[config.mk]
export PLATFORM = sky130hd
export DESIGN_NAME = vc_val_rdy_demux_flat
export DESIGN_NICKNAME = d
export VERILOG_FILES = /design/src/rtl/vc_val_rdy_demux_if.sv /design/src/rtl/vc_val_rdy_demux.sv /design/src/flat_wrapper.sv
export SDC_FILE = /design/constraint.sdc
export NUM_CORES = 1
export LEC_CHECK = 0
export CAP_MARGIN = 20
export CORE_AREA = 2 2 102 104
export DETAILED_ROUTE_END_ITERATION = 8
export DIE_AREA = 0 0 104 106
export GPL_TIMING_DRIVEN = 0
export MAX_ROUTING_LAYER = met4
export PLACE_DENSITY = 0.75
export SLEW_MARGIN = 5
export SYNTH_ARGS = -nofsm -noshare
export SYNTH_HDL_FRONTEND = slang
export SYNTH_SLANG_ARGS = --single-unit
[constraint.sdc]
create_clock -name clk -period 1.65 [get_ports clk]
set_input_delay 0.33 -clock clk [delete_from_list [all_inputs] [get_ports clk]]
set_output_delay 0.33 -clock clk [all_outputs]
set_load 0.01 [all_outputs]
[src/rtl/vc_val_rdy_demux_if.sv]
// Handshake bundle for vc_val_rdy_demux.
// The master side feeds the input stream and consumes the output streams.
// The slave side is the demux itself.
// Port i of out_msg occupies bits [i*p_nbits +: p_nbits].
interface vc_val_rdy_demux_if #(
  parameter int p_nbits  = 32,
  parameter int p_nports = 4
);

  localparam int c_sbits = $clog2(p_nports);

  logic                        in_val;
  logic                        in_rdy;
  logic [c_sbits-1:0]          in_sel;
  logic [p_nbits-1:0]          in_msg;
  logic [p_nports-1:0]         out_val;
  logic [p_nports-1:0]         out_rdy;
  logic [p_nports*p_nbits-1:0] out_msg;

  // The producer drives the input stream and the per-port ready lines.
  modport master (
    output in_val,
    output in_sel,
    output in_msg,
    output out_rdy,
    input  in_rdy,
    input  out_val,
    input  out_msg
  );

  // The demux accepts the input stream and drives the per-port streams.
  modport slave (
    input  in_val,
    input  in_sel,
    input  in_msg,
    input  out_rdy,
    output in_rdy,
    output out_val,
    output out_msg
  );

endinterface

[src/rtl/vc_val_rdy_demux.sv]
// Single-entry buffered val/rdy demultiplexer.
// One message is held in msg_q/sel_q and presented on exactly one output port
// one cycle after it is accepted. When the destination takes it, a new message
// can be captured on the same edge, giving one message per cycle.
// Messages whose select names a port that does not exist are accepted and
// dropped. Both kinds of event are tallied in saturating counters.
// p_nports is expected to be in the range 2..8.
module vc_val_rdy_demux #(
  parameter  int p_nbits  = 32,
  parameter  int p_nports = 4,
  localparam int c_sbits  = $clog2(p_nports),
  localparam int c_cbits  = 16
) (
  input  logic               clk,
  input  logic               reset,
  vc_val_rdy_demux_if.slave  bus,
  output logic [c_cbits-1:0] xfer_count,
  output logic [c_cbits-1:0] drop_count
);

  typedef enum logic {
    EMPTY = 1'b0,
    FULL  = 1'b1
  } state_t;

  localparam logic [c_sbits:0]   c_nports = (c_sbits + 1)'(p_nports);
  localparam logic [c_cbits-1:0] c_cmax   = '1;

  state_t              state;
  logic [p_nbits-1:0]  msg_q;
  logic [c_sbits-1:0]  sel_q;
  logic [p_nports-1:0] val_q;

  logic                sel_legal;
  logic [p_nports-1:0] sel_onehot;
  logic                dest_rdy;
  logic                in_rdy;
  logic                in_fire;
  logic                capture;
  logic                xfer_fire;
  logic                drop_fire;

  // Decode the incoming select and pick out the ready of the held message's port.
  always_comb begin
    sel_legal  = ({1'b0, bus.in_sel} < c_nports);
    sel_onehot = '0;
    dest_rdy   = 1'b0;
    for (int i = 0; i < p_nports; i++) begin
      if (bus.in_sel == c_sbits'(i)) begin
        sel_onehot[i] = 1'b1;
      end
      if (sel_q == c_sbits'(i)) begin
        dest_rdy = bus.out_rdy[i];
      end
    end
  end

  // The only combinational ready path: when full, input ready follows the
  // destination's ready so a dequeue and a new capture can share one edge.
  // Nothing is ready while reset is held low.
  assign in_rdy    = reset && ((state == EMPTY) || dest_rdy);
  assign in_fire   = bus.in_val && in_rdy;
  assign capture   = in_fire && sel_legal;
  assign drop_fire = in_fire && !sel_legal;
  assign xfer_fire = reset && (state == FULL) && dest_rdy;

  assign bus.in_rdy  = in_rdy;
  assign bus.out_val = reset ? val_q : '0;
  assign bus.out_msg = {p_nports{msg_q}};

  // Holding register state machine; out_val comes straight from val_q so it
  // never depends on out_rdy.
  always_ff @(posedge clk) begin
    if (!reset) begin
      state <= EMPTY;
      msg_q <= '0;
      sel_q <= '0;
      val_q <= '0;
    end else begin
      case (state)
        EMPTY: begin
          if (capture) begin
            state <= FULL;
            msg_q <= bus.in_msg;
            sel_q <= bus.in_sel;
            val_q <= sel_onehot;
          end
        end
        FULL: begin
          if (dest_rdy) begin
            if (capture) begin
              msg_q <= bus.in_msg;
              sel_q <= bus.in_sel;
              val_q <= sel_onehot;
            end else begin
              state <= EMPTY;
              val_q <= '0;
            end
          end
        end
        default: begin
          state <= EMPTY;
          val_q <= '0;
        end
      endcase
    end
  end

  // Saturating delivery and drop counters; both may step on the same edge.
  always_ff @(posedge clk) begin
    if (!reset) begin
      xfer_count <= '0;
      drop_count <= '0;
    end else begin
      if (xfer_fire && (xfer_count != c_cmax)) begin
        xfer_count <= xfer_count + 1'b1;
      end
      if (drop_fire && (drop_count != c_cmax)) begin
        drop_count <= drop_count + 1'b1;
      end
    end
  end

endmodule
[src/flat_wrapper.sv]
// flat-port wrapper written by rule: the top's interface ports become plain ports
module vc_val_rdy_demux_flat 
#(
  parameter  int p_nbits  = 32,
  parameter  int p_nports = 4,
  localparam int c_sbits  = $clog2(p_nports),
  localparam int c_cbits  = 16
)
  (clk, reset, xfer_count, drop_count, bus_in_val, bus_in_sel, bus_in_msg, bus_out_rdy, bus_in_rdy, bus_out_val, bus_out_msg);
  vc_val_rdy_demux_if #(.p_nbits(p_nbits), .p_nports(p_nports)) bus_i ();
  input  logic clk;
  input  logic reset;
  output logic [c_cbits-1:0] xfer_count;
  output logic [c_cbits-1:0] drop_count;
  input wire logic [$bits(bus_i.in_val)-1:0] bus_in_val;
  input wire logic [$bits(bus_i.in_sel)-1:0] bus_in_sel;
  input wire logic [$bits(bus_i.in_msg)-1:0] bus_in_msg;
  input wire logic [$bits(bus_i.out_rdy)-1:0] bus_out_rdy;
  output wire logic [$bits(bus_i.in_rdy)-1:0] bus_in_rdy;
  output wire logic [$bits(bus_i.out_val)-1:0] bus_out_val;
  output wire logic [$bits(bus_i.out_msg)-1:0] bus_out_msg;
  assign bus_i.in_val = bus_in_val;
  assign bus_i.in_sel = bus_in_sel;
  assign bus_i.in_msg = bus_in_msg;
  assign bus_i.out_rdy = bus_out_rdy;
  assign bus_in_rdy = bus_i.in_rdy;
  assign bus_out_val = bus_i.out_val;
  assign bus_out_msg = bus_i.out_msg;
  vc_val_rdy_demux #(.p_nbits(p_nbits), .p_nports(p_nports)) u_core (.clk(clk), .reset(reset), .bus(bus_i), .xfer_count(xfer_count), .drop_count(drop_count));
endmodule
# After elaboration in Yosys (flattened, before gate mapping)
# Index checks and enable logic that the tools add are counted.
dict set report totals {
  ff_bits 55
  in_bits 41
  output_inout_bits 165
  elab_cells 47
}
dict set report classes {
  addsub 1
  n_eq_ne 9
  muxes 22
  bitwise_logic 1
  reduce_logical 9
}
# operator count
set ops {}
lappend ops {{$mux W32} 2}
lappend ops {{$pmux W32 S2} 1}
lappend ops {{$add A16 B1 Y16 const B} 1}
lappend ops {{$mux W4} 4}
lappend ops {{$ne A16 B16 Y1 const B} 1}
lappend ops {{$mux W1} 10}
lappend ops {{$eq A2 B2 Y1 const B} 4}
lappend ops {{$pmux W4 S2} 1}
lappend ops {{$logic_and A1 B1 Y1} 5}
lappend ops {{$eq A2 B1 Y1 const B} 2}
lappend ops {{$logic_not A2 Y1} 2}
lappend ops {{$mux W2} 2}
lappend ops {{$pmux W2 S2} 1}
lappend ops {{$ne A2 B1 Y1 const B} 1}
lappend ops {{$ne A2 B2 Y1 const B} 1}
lappend ops {{$pmux W1 S2} 1}
lappend ops {{$reduce_and A2 Y1} 1}
lappend ops {{$logic_or A1 B1 Y1} 1}
lappend ops {{$not A1 Y1} 1}

# Depth between registers and ports, before layout
dict set report depth {
  ltp_word 11
  depth_mapped 6
}

# Least setup slack after synthesis
# OpenSTA, ideal clock, no wires.
dict set report synth_timing {
  path_kind {register to register}
  start {register u_core.xfer_count[0]}
  end {register u_core.xfer_count[14]}
  setup_ps 70
  arrival_ps 1711
  t_required_ps 1580
  setup_slack_ps -132
  stages_incl_launch_ff 6
  n_path_buf 0
  period_less_slack_ps 1782
  cell_sequence {dfxtp_1 > ha_1 > nand4_1 > or3_1 > or4_1 > a21oi_1}
}
dict set report synth_between {
  elab_chain_cells 2
  word_cells_on_any_way 3
}
# element line
set synth_lines {}
lappend synth_lines {{from (decl)} vc_val_rdy_demux.sv:17} ;# output logic [c_cbits-1:0] xfer_count,
lappend synth_lines {{from (signal assigned)} vc_val_rdy_demux.sv:116} ;# xfer_count <= xfer_count + 1'b1;
lappend synth_lines {{branches (longest 2 deep; another with $add A16 B1 Y16)} n/a}
# Several ways; the timed one is not identified.
# A chain may end at the register's enable or synchronous reset.

# Final worst setup path
dict set report layout_timing {
  start {input port bus_out_rdy[0]}
  end {output port bus_in_rdy}
}
dict set report layout_between {
  elab_chain_cells 6
}
# element line
set layout_lines {}
lappend layout_lines {{from (decl)} flat_wrapper.sv:18} ;# input wire logic [$bits(bus_i.out_rdy)-1:0] bus_out_rdy;
lappend layout_lines {{$mux W1 (4 in series)} vc_val_rdy_demux.sv:52} ;# if (sel_q == c_sbits'(i)) begin
lappend layout_lines {{$logic_or A1 B1 Y1} vc_val_rdy_demux.sv:61} ;# assign in_rdy = reset && ((state == EMPTY) || dest_rdy);
lappend layout_lines {{$logic_and A1 B1 Y1} vc_val_rdy_demux.sv:61}
lappend layout_lines {{to (decl)} flat_wrapper.sv:19} ;# output wire logic [$bits(bus_i.in_rdy)-1:0] bus_in_rdy;
# No other way between the ends.

==> metrics.md <==
| Metric | Value |
|---|---|
| Status | finished, violations left |
| Failing checks | setup timing |
| Synth Cell Area | 3130 µm² |
| Num CTS Buffers | 5 |
| Final setup viols | 55 |
| Leading area contributor after synthesis | dfxtp_1 |
| Worst Setup Slack, final | -0.265 ns |
| Dpl hpwl | roughly 7400 µm |
| Via Count | between 3000 and 4000 |
| Post-Syn Instances | just under 400 |
| Gr usage total | 18.3% |
| Endpoint class of the critical path | output pin |
| PwrDens | a little under 600 nW/µm² |
| Slew Viols, Final | 0 |
| Maximum capacitance violations | 0 |
| DR WL/cell | 13.3 µm |
| Input/output buffers | roughly 190 |
| Number of flops mapped to enable cells by yosys | 0 |
| Hold Path Origin | reset |
| Synth Flop Type | dfxtp_1 |
| # H-tree levels | 2 |
| Yosys warning count | 0 |
| Worst VDD drop | roughly 0.00038 V |
| Layout Skew | roughly 0.009 ns |
| Vias per cell | approximately 4.4 |
| Cts hold-fix bufs | 0 |
| Hold Path Class | input port to flip-flop |
| Die Wd | about 100 µm |
| ANT cells | 0 |
| Global-route wire length before repair | around 16000 µm |
| Drt total wl | around 10000 µm |
| Clock latency on the worst-skew pair | 0.31 ns |
| Sw Pwr | between 0.9 and 1 mW |
| Crit Reg-Reg Startpoint | u_core.sel_q[0] |
| Synth unique cells | 31 |
| Switch share | between 20% and 30% |
| Top cells by instance count after synthesis | buf_4, nand2_1, dfxtp_1 |
| Die Y | ~110 µm |
| Post-synthesis sequential area ratio | around a third |
| Gate power share | 33.3% |
| Clock edge transition at the registers on the reported setup and hold paths | ~0.1 ns |
| Final RePlAce weighted congestion | about 0.8 |
| Vias in the first global route | around 3200 |
| Layout cells sized above 1 | 36.6% |
| Minimum clock period | ~1.9 ns |
| Mean post-synth cell area | between 7 and 8 µm² |
| Num rows | 37 |
| Clock power frac | about 24% |
| DP Area | about 5300 µm² |
| Lkg Pwr | around 3.5 nW |
| Worst relative slew slack | a little under two thirds |
| Top post-synthesis cells by area | dfxtp_1, buf_4, nand2_1 |
| DRC viols | 0 |
| IO Count | between 200 and 250 |
| Design Area, Final | roughly 6000 µm² |
| Register bit total from synthesis | 55 |
| Utilization after layout | 59.1% |
| Count leader, synth | buf_4 |
| Kind of critical path | input port to output pin |
| Crit path from | bus_out_rdy[0] |
| ANT nets after route | 0 |
| CP max FO | 2 |
| Fin crit share | 116% |
| RSZ-0062 raised after global routing | yes |
| Core area | between 9000 and 10000 µm² |
| Worst Max-Slew Pin Slew | 0.544 ns |
| Total power | 3.48 mW |
| Largest net degree at the start of global routing | 18 |
| Clock Root Buffer | clkbuf_8 |
| Worst path required time | ~1.3 ns |
| Sink Count | 55 |
| Final hold slack | roughly 0.36 ns |
| Initial drt markers | 87 |
| Area share of the largest cell type after synthesis | 35.2% |
| DR pass1 iterations | 4 |
| Remaining Overflow, GRT | 0 |
| Int Pwr | 2.51 mW |
| FFs w/ async S/R, synth | 0% |
| WP data arrival | around 1.6 ns |
| Area Growth Syn to Fin | 88.8% |
| Total die area | 11000 µm² |
| Startpoint Class | input port |
| CTS tree | done |
| Fmax | about 520 MHz |
| Hold violation count in the final report | 0 |
| Power share of the sequential group | 42.3% |
| Initial Utilization | between 30% and 40% |
| Final #Nets | a little under 700 |
| Initial antenna violation count | 0 |
| Max Root-Sink Buffers | 2 |
[layer usage]
layer / up-vias / GRT usage [%] / share of wire [%]
met4: 0 / 3.57 / 0.70
met5: - / - / 0
met3: 8 / 3.43 / 5.8
li1: 1676 / - / -
met2: 135 / 35.0 / 53
met1: 1557 / 19.8 / 40
[power groups by stage]
stage	logic (mW)	clock network, mW	registers, mW
floorplan	0.512	0	1.52
global placement	1.13	0	1.51
detailed placement	1.15	0	1.51
CTS	1.17	0.895	1.48
global route	1.24	0.936	1.49
finish	1.16	0.849	1.47
[cells by family (layout without fill, tap and decap cells)]
kind of cell | count (synthesis) | after routing | share of synthesized area, %
muxes | 10 | 10 | 3.64
adders and majority gates | 1 | 1 | 0.400
other | 1 | 16 | 0.120
and+or+nand+nor | 165 | 165 | 25.5
AOI/OAI and AO/OA | 26 | 26 | 5.08
DFF | 55 | 55 | 35.2
buffers and inverters | 136 | 367 | 30.1
[area by class of cell]
class	instances	area, µm²
buffer	127	975
clock buffer	6	93.8
clock inverter	2	13.8
fill	893	4090
inverter	8	30.0
multi-input combinational	218	1240
sequential	55	1200
tap	136	170
timing repair buffer	224	2180
[cells in the final DEF, fill, tap and decap left out, drive strengths merged, types with 5 or more instances in the layout]
master and count:
a21oi 10, and3 5, buf 158, clkbuf 11
clkdlybuf4s50 81, conb 16, dfxtp 55, dlygate4sd2 68
dlymetal6s2s 37, inv 8, mux2i 8, nand2 84
nand3 44, nand4 5, o21ai 5, o31ai 5
or4 6
[registers in the layout, summed over array words and instances (netlist names)]
signal / cells
u_core.msg_q: 32
u_core.sel_q: 2
u_core.state: 1
u_core.val_q: 4
u_core.xfer_count: 16
[repair_timing]
item	CTS	global route
gates cloned	1	0
endpoints found under the setup margin	170	98
gates resized for setup	158	52
buffers inserted	32	2
pin swaps	5	1
[worst max-delay path, cell delays in order]
cell and delay (ns):
clkdlybuf4s50_1 0.41, mux4_2 0.52, nor2_4 0.12, nor2_2 0.04, buf_2 0.16
[path summary, 6_finish.rpt]
path | endpoint | slack [ns] | cells past startpoint
worst max register to register | u_core.xfer_count[9] | -0.18 | 6
worst min register to register | u_core.msg_q[9] | 0.48 | 2
worst max-delay path | bus_in_rdy | -0.26 | 5
worst min-delay path | u_core.xfer_count[8] | 0.36 | 3
[stage by stage]
step	instances	setup TNS [ns]	setup slack, ns
after floorplan	409	-0.00567	-0.00567
after global placement	734	-36.15	-1.54
after detailed placement	734	-38.43	-1.56
after CTS	774	-5.70	-0.265
after global routing	776	-12.57	-0.309
final	776	-9.38	-0.265
No activity file was read; power rests on OpenSTA's default activity.
